## config.mk

```make
export PLATFORM = sky130hd
export DESIGN_NAME = oam_dma
export DESIGN_NICKNAME = d
export VERILOG_FILES = /design/src/rtl/gb_pkg.sv /design/src/rtl/oam_dma.sv
export SDC_FILE = /design/constraint.sdc
export NUM_CORES = 1
export LEC_CHECK = 0
export CORE_AREA = 2 2 67 69
export CTS_CLUSTER_SIZE = 12
export DETAILED_ROUTE_END_ITERATION = 16
export DIE_AREA = 0 0 69 71
export HOLD_SLACK_MARGIN = 0.05
export PLACE_DENSITY = 0.76
export RECOVER_POWER = 100
export SLEW_MARGIN = 10
export SYNTH_ARGS = -nofsm -noshare
export SYNTH_HDL_FRONTEND = slang
export SYNTH_SLANG_ARGS = --single-unit
```

## constraint.sdc

```tcl
create_clock -name clockgb -period 1.6 [get_ports clockgb]
set_input_delay 0.48 -clock clockgb [delete_from_list [all_inputs] [get_ports clockgb]]
set_output_delay 0.48 -clock clockgb [all_outputs]
set_load 0.01 [all_outputs]
```

## src/rtl/gb_pkg.sv

```systemverilog
`default_nettype none
// ============================================================================
//  Module      : gb_pkg
//  Description : Shared constants and state encoding for the OAM DMA engine.
//  Revision    : 1.0 - initial release
// ============================================================================
package gb_pkg;

    localparam logic [15:0] REG_DMA    = 16'hff46;
    localparam logic [15:0] OAM_BASE   = 16'hfe00;
    localparam int          OAM_LENGTH = 160;

    typedef enum logic [1:0] {
        IDLE  = 2'd0,
        RUN   = 2'd1,
        DRAIN = 2'd2
    } dma_state_t;

endpackage : gb_pkg
`default_nettype wire

```

## src/rtl/oam_dma.sv

```systemverilog
`default_nettype none
// ============================================================================
//  Module      : oam_dma
//  Description : FF46 OAM DMA engine. A store to the DMA register copies
//                LENGTH bytes from page {src,8'h00} into sprite attribute
//                memory, one byte per cycle, through a one-cycle write stage.
//  Revision    : 1.0 - initial release
// ============================================================================
module oam_dma
    import gb_pkg::*;
#(
    parameter logic [15:0] REG_ADDR = gb_pkg::REG_DMA,
    parameter logic [15:0] OAM_BASE = gb_pkg::OAM_BASE,
    parameter int          LENGTH   = gb_pkg::OAM_LENGTH
) (
    input  logic        clockgb,
    input  logic        resetn,
    input  logic [15:0] address,
    input  logic [7:0]  indata,
    output logic [7:0]  outdata,
    input  logic        load,
    input  logic        store,
    output logic [15:0] dma_address,
    output logic        dma_load,
    input  logic [7:0]  dma_indata,
    output logic [15:0] oam_address,
    output logic [7:0]  oam_data,
    output logic        oam_store,
    output logic        busy
);

    localparam logic [7:0] LAST_IDX = 8'(LENGTH - 1);

    dma_state_t  state;
    dma_state_t  state_nxt;
    logic [7:0]  src;
    logic [7:0]  page;
    logic [7:0]  idx;
    logic [7:0]  wr_idx;
    logic        wr_valid;
    logic        reg_store;
    logic        reg_load;

    assign reg_store = store && (address == REG_ADDR);
    assign reg_load  = load  && (address == REG_ADDR);

    // Pages E0-FF are the echo of C0-DF, so fold them back before addressing.
    assign page = (src >= 8'he0) ? (src - 8'h20) : src;

    // Source register: written by any CPU store to the DMA register.
    always_ff @(posedge clockgb) begin
        if (!resetn) begin
            src <= 8'h00;
        end else if (reg_store) begin
            src <= indata;
        end
    end

    // Registered OR-bus readback; a same-cycle store is seen only next time.
    always_ff @(posedge clockgb) begin
        if (!resetn) begin
            outdata <= 8'h00;
        end else begin
            outdata <= reg_load ? src : 8'h00;
        end
    end

    // State register.
    always_ff @(posedge clockgb) begin
        if (!resetn) begin
            state <= IDLE;
        end else begin
            state <= state_nxt;
        end
    end

    // Next state: a register store restarts from any state.
    always_comb begin
        state_nxt = state;
        case (state)
            IDLE:    state_nxt = IDLE;
            RUN:     if (idx == LAST_IDX) state_nxt = DRAIN;
            DRAIN:   state_nxt = IDLE;
            default: state_nxt = IDLE;
        endcase
        if (reg_store) begin
            state_nxt = RUN;
        end
    end

    // Read index: cleared on every start, advances once per read cycle.
    always_ff @(posedge clockgb) begin
        if (!resetn) begin
            idx <= 8'h00;
        end else if (reg_store) begin
            idx <= 8'h00;
        end else if (state == RUN) begin
            idx <= idx + 8'h01;
        end
    end

    // Write stage follows the read stage by one cycle regardless of state,
    // so the byte read just before a restart is still written.
    always_ff @(posedge clockgb) begin
        if (!resetn) begin
            wr_valid <= 1'b0;
            wr_idx   <= 8'h00;
        end else begin
            wr_valid <= dma_load;
            wr_idx   <= idx;
        end
    end

    // Output decode; every bus is held at zero while its strobe is low.
    always_comb begin
        dma_load    = (state == RUN);
        dma_address = dma_load ? {page, idx} : 16'h0000;
        oam_store   = wr_valid;
        oam_address = wr_valid ? (OAM_BASE + {8'h00, wr_idx}) : 16'h0000;
        oam_data    = wr_valid ? dma_indata : 8'h00;
        busy        = (state != IDLE);
    end

endmodule : oam_dma
`default_nettype wire

```

==> results of run 1 <==
[worst max-delay path by stage]
stage	cells past startpoint	to	slack [ps]	start
floorplan	4	dma_address[14]	60	state[0]
CTS	6	dma_address[15]	-210	state[0]
global route	6	dma_address[15]	-310	state[0]
finish	6	dma_address[14]	-220	state[1]
detailed placement	3	oam_data[7]	-470	dma_indata[7]
global placement	3	oam_data[3]	-450	dma_indata[3]
[Yosys cell counts, drive strengths merged, types with 3 or more instances]
library cell,number
a22o,8
and2,44
buf,9
clkbuf,3
dfxtp,35
inv,3
nand2,8
nand4,3
nor2,10
nor3,3
xor2,6
[report_power, final]
part	internal [mW]	total (mW)	switching (mW)	leakage [nW]
Combinational	0.0661	0.0934	0.0272	0.928
Clock	0.504	0.808	0.304	0.0612
Sequential	0.869	0.869	0.00000182	0.283
[area by class of cell]
type | count | area (um^2)
well taps | 52 | 65.1
repair buffers | 119 | 973
multi-input cells | 105 | 744
fillers | 389 | 1590
flip-flops and latches | 35 | 706
clock inverters | 2 | 35.0
inverters | 3 | 11.3
clock buffers | 6 | 82.6
[stage by stage]
stage	instance area, um^2	hold slack (ps)	setup slack, ps	setup TNS [ps]	util, %
2_1_floorplan	1520	445	65.0	0	-
3_3_place_gp	2570	457	-447	-14940	61.2
3_5_place_dp	2570	465	-469	-15700	61.2
4_1_cts	2670	485	-207	-2150	63.6
5_1_grt	2620	510	-311	-6700	62.3
6_report	2620	487	-223	-2780	62.3
[metal layers]
layer	global-route usage [%]	wire length (um)	up-vias
met1	16.5	1430	631
met5	0	0	-
met4	5.66	58	0
met2	26.6	1850	61
met3	5.56	324	9
li1	-	-	735
[flip-flops by register name (all words and copies together), names as in the netlist]
register	count
src	8
outdata	8
wr_idx	8
oam_store	1
idx	8
state	2
[kinds of logic (layout without fill, tap and decap cells)]
group,Yosys count,count (layout),share of synthesized area [%]
and+or+nand+nor,81,81,34.1
DFF,35,35,46.1
xor gates and xnor gates,7,7,4.03
adders and majority gates,2,2,1.65
AOI/OAI and AO/OA,13,13,7.49
buffers and inverters,15,130,5.76
muxes,1,1,0.658
other,1,1,0.247
[repair_timing]
| action | CTS | global route |
|---|---|---|
| pin swaps | 22 | 7 |
| buffers inserted | 7 | 1 |
| gates cloned | 1 | 1 |
| setup endpoints to repair | 58 | 43 |
| resized for setup | 188 | 27 |
==> flow_summary.json, run 1 <==
{
  "synth_area_um2": 1520,
  "cts_inserted_buffers": 5,
  "first_pass_iters": 4,
  "gp_congestion": 0.738,
  "cts_hold_buffers": 0,
  "power.total_mw": 1.77,
  "r2r-start": "idx[0]",
  "pin_count": 87,
  "synthTopCellsByArea": "dfxtp_1 (46%), and2_1 (18%), a22o_1 (4.6%)",
  "p_per_area_nw_per_um2": 676,
  "clkTransAtPathRegs_ps": 70,
  "hold_path_end": "outdata[3]",
  "slowest_stage": "dfxtp_4",
  "die_w_um": 69,
  "drtIter0Drc": 12,
  "ys_warn_count": 0,
  "finClkSkew_ps": 2.86,
  "hold_viol": 0,
  "synth-edff-count": 0,
  "worstHoldPathType": "reg -> reg",
  "syn_inst": 155,
  "max_freq_ghz": 0.549,
  "endpoint_kind": "primary output",
  "core_um2": 4200,
  "r2r_slack_ps": 230,
  "grt_pass1_vias": 1361,
  "die_h_um": 71,
  "ys_ff_latch": 35,
  "finalCriticalPeriod_ps": 1820,
  "cts.sinks": 35,
  "synth_top_area_cell": "dfxtp_1",
  "crit_family": "buffers and inverters",
  "reg2reg_to": "state[0]",
  "dieArea_um2": 4900,
  "antenna_found_initial": 0,
  "min-delay-start": "src[3]",
  "overflow": 0,
  "yosysUniqueCellTypes": 33,
  "async_reset_ff_share_pct": 0,
  "clock_latency_ps": 280,
  "drt-vias-per-instance": 4.46,
  "cap_violations": 0,
  "rsz0062_at_grt": "yes",
  "required_ps": 1120,
  "syn_area_per_cell_um2": 9.81,
  "ir_worst_vdd_v": 0.000343,
  "layout.cells.most_common_list": "and2_1 (36), dfxtp_1 (33), dlygate4sd2_1 (28)",
  "finalCritPeriodShare_pct": 114,
  "placedCellCount": 305,
  "syn_nets": 193,
  "grt_max_degree": 12,
  "slew_violations": 0,
  "cts_tree": "yes",
  "num_vias": 1436,
  "p_leak_nw": 1.27,
  "area_delta_synth_final_pct": 72.2,
  "dp_hpwl_mm": 2.73,
  "crit_top_cell": "buf_6",
  "synth_top_area_share_pct": 46.1,
  "final_antenna_net_count": 0,
  "routedWlPerCell_um": 11.4,
  "nets": 307,
  "worstRegToRegCells": 5,
  "yosysSeqAreaShare_pct": 46.1,
  "htreeDepth": 2,
  "antenna-diode-count": 0,
  "portBuffers": 85,
  "drcViolationCount": 0,
  "wl_mm": 3.67,
  "drive_above_1_share_pct": 36.7,
  "worstPathMaxFanout": 3,
  "path_cells": "nor2b_4 > buf_6 > buf_6 > nand2_2 > a31oi_1 > buf_2",
  "setup-violations-final": 35,
  "cts_root_buf": "clkbuf_8",
  "initial_core_util_pct": 36.2,
  "synth_ff_type": "dfxtp_1",
  "fp-row-count": 24,
  "critPathMaxStageDelay_ps": 360,
  "finalWorstSetupSlack_ps": -223,
  "hold_depth": 1,
  "outcome": "finished, violations left",
  "track_usage_pct": 15.1,
  "start_kind": "flop",
  "worst-setup-path-type": "reg -> out",
  "violations": "setup timing",
  "final_common_cell": "and2_1",
  "arrival_ps": 1340,
  "grt_pass1_wl_mm": 6.03,
  "fin_cells": 322,
  "crit_buf_inv": 3,
  "clk_path_buf_depth": 2
}
Power figures use the tool's default switching activity.
==> inputs of run 2 (changes only) <==
clock period = 1.85 ns   (was 1.6 ns; I/O delays follow)
==> run 2 against run 1 <==
Sequential cell count unchanged. The run now ends clean. Critical path depth down 1. Via count down 2.9%. Combinational power about the same. Largest power group unchanged. Critical path type unchanged. Critical endpoint is now dma_address[8].
==> flow_summary.json, run 2 (same netlist as run 1, synthesis figures left out) <==
{
  "htreeDepth": 2,
  "drtIter0Drc": 30,
  "placedCellCount": 298,
  "final_antenna_net_count": 0,
  "drive_above_1_share_pct": 25.9,
  "wl_mm": 3.64,
  "overflow": 0,
  "finalCritPeriodShare_pct": 99.0,
  "clock_latency_ps": 290,
  "track_usage_pct": 15.5,
  "cts_root_buf": "clkbuf_8",
  "finalWorstSetupSlack_ps": 17.8,
  "cap_violations": 0,
  "antenna-diode-count": 0,
  "area_delta_synth_final_pct": 69.1,
  "cts_hold_buffers": 0,
  "setup-violations-final": 0,
  "gp_congestion": 0.743,
  "path_cells": "nor2b_4 > buf_4 > buf_6 > and2_1 > buf_2",
  "power.total_mw": 1.56,
  "finalCriticalPeriod_ps": 1830,
  "rsz0062_at_grt": "yes",
  "critPathMaxStageDelay_ps": 330,
  "dieArea_um2": 4900,
  "portBuffers": 85,
  "routedWlPerCell_um": 11.7,
  "dp_hpwl_mm": 2.71,
  "worstPathMaxFanout": 7,
  "max_freq_ghz": 0.546,
  "slowest_stage": "dfxtp_2",
  "worstHoldPathType": "reg -> reg",
  "grt_pass1_vias": 1375,
  "start_kind": "flop",
  "seqPwrFrac_pct": 48.3,
  "pin_count": 87,
  "p_sw_uw": 300,
  "r2r_slack_ps": 460,
  "p_int_mw": 1.26,
  "antenna_found_initial": 0,
  "p_leak_nw": 1.23,
  "final_util_pct": 61.1,
  "arrival_ps": 1280,
  "num_vias": 1394,
  "switching_share_pct": 19.2,
  "drcViolationCount": 0,
  "finClkSkew_ps": 4.24,
  "clkTransAtPathRegs_ps": 70,
  "p_per_area_nw_per_um2": 606,
  "outcome": "completed",
  "required_ps": 1290,
  "grt_max_degree": 25,
  "comb_power_share_pct": 6.0,
  "cts_inserted_buffers": 5,
  "final_common_cell": "and2_1",
  "hold_ws_ps": 482,
  "place_ws_ps": -364,
  "drt-vias-per-instance": 4.48,
  "core_um2": 4200,
  "layout.cells.most_common_list": "and2_1 (35), dfxtp_1 (32), clkdlybuf4s50_1 (31)",
  "first_pass_iters": 4,
  "cts.sinks": 35,
  "cts_tree": "yes",
  "die_h_um": 71,
  "slew_violations": 0,
  "endpoint_kind": "primary output",
  "fin_cells": 311,
  "hold_viol": 0,
  "fp-row-count": 24,
  "ir_worst_vdd_v": 0.000354,
  "initial_core_util_pct": 36.2,
  "worst-setup-path-type": "reg -> out",
  "grt_pass1_wl_mm": 6.17,
  "nets": 296,
  "clk_path_buf_depth": 2,
  "power.share.clock_pct": 45.7,
  "die_w_um": 69
}
==> run 2: cell types whose count changed in the layout (fill, tap and decap cells not counted), sizes merged <==
cell / change
buf: -24
clkbuf: +4
clkdlybuf4s15: -8
clkdlybuf4s50: +17
dlygate4sd2: -11
dlygate4sd3: +8
dlymetal6s2s: +3
==> run 2: critical path: cells and delay by family (launching register included) <==
kind	cells	cell delay, ps
buffers and inverters	3	380
flip-flops	1	330
AND/OR/NAND/NOR	2	280
==> run 2: through the flow <==
step / setup TNS [ps] / cell area [um^2]
after global placement: -6970 / 2520
after global routing: -456 / 2570
final: 0 / 2570
after detailed placement: -8120 / 2520
after CTS: -69.5 / 2560
after floorplan: 0 / 1520
==> run 2: path summary, 6_finish.rpt <==
kind / start / endpoint / cells after the start
setup reg to reg: idx[0] / state[0] / 5
hold reg to reg: src[4] / outdata[4] / 1
hold / removal: src[4] / outdata[4] / 1
setup / recovery: state[0] / dma_address[8] / 5
==> run 2: metal layers <==
layer	global-route usage (%)	up-vias	part of all wire, %
met4	7.19	0	1.8
met5	0	-	0
met2	26.7	54	51
met3	4.70	6	6.6
li1	-	711	-
met1	17.7	623	41
==> run 2: power by group through the flow <==
stage	Clock, mW	Sequential [mW]	Combinational (mW)
2_1_floorplan	0	0.770	0.0175
3_3_place_gp	0	0.770	0.0961
3_5_place_dp	0	0.770	0.0975
4_1_cts	0.725	0.753	0.0977
5_1_grt	0.760	0.752	0.101
6_report	0.712	0.753	0.0936
==> run 2: cell type report <==
| type | instances | area, um^2 |
|---|---|---|
| tap | 52 | 65.1 |
| clock inverter | 2 | 35.0 |
| inverter | 3 | 11.3 |
| sequential | 35 | 704 |
| multi-input combinational | 105 | 759 |
| fill | 375 | 1630 |
| timing repair buffer | 108 | 912 |
| clock buffer | 6 | 82.6 |
==> run 2: what timing repair did <==
item,CTS,global route
endpoints found under the setup margin,42,25
buffers inserted,2,2
gates resized for setup,115,19
gates cloned,1,0
pin swaps,0,6
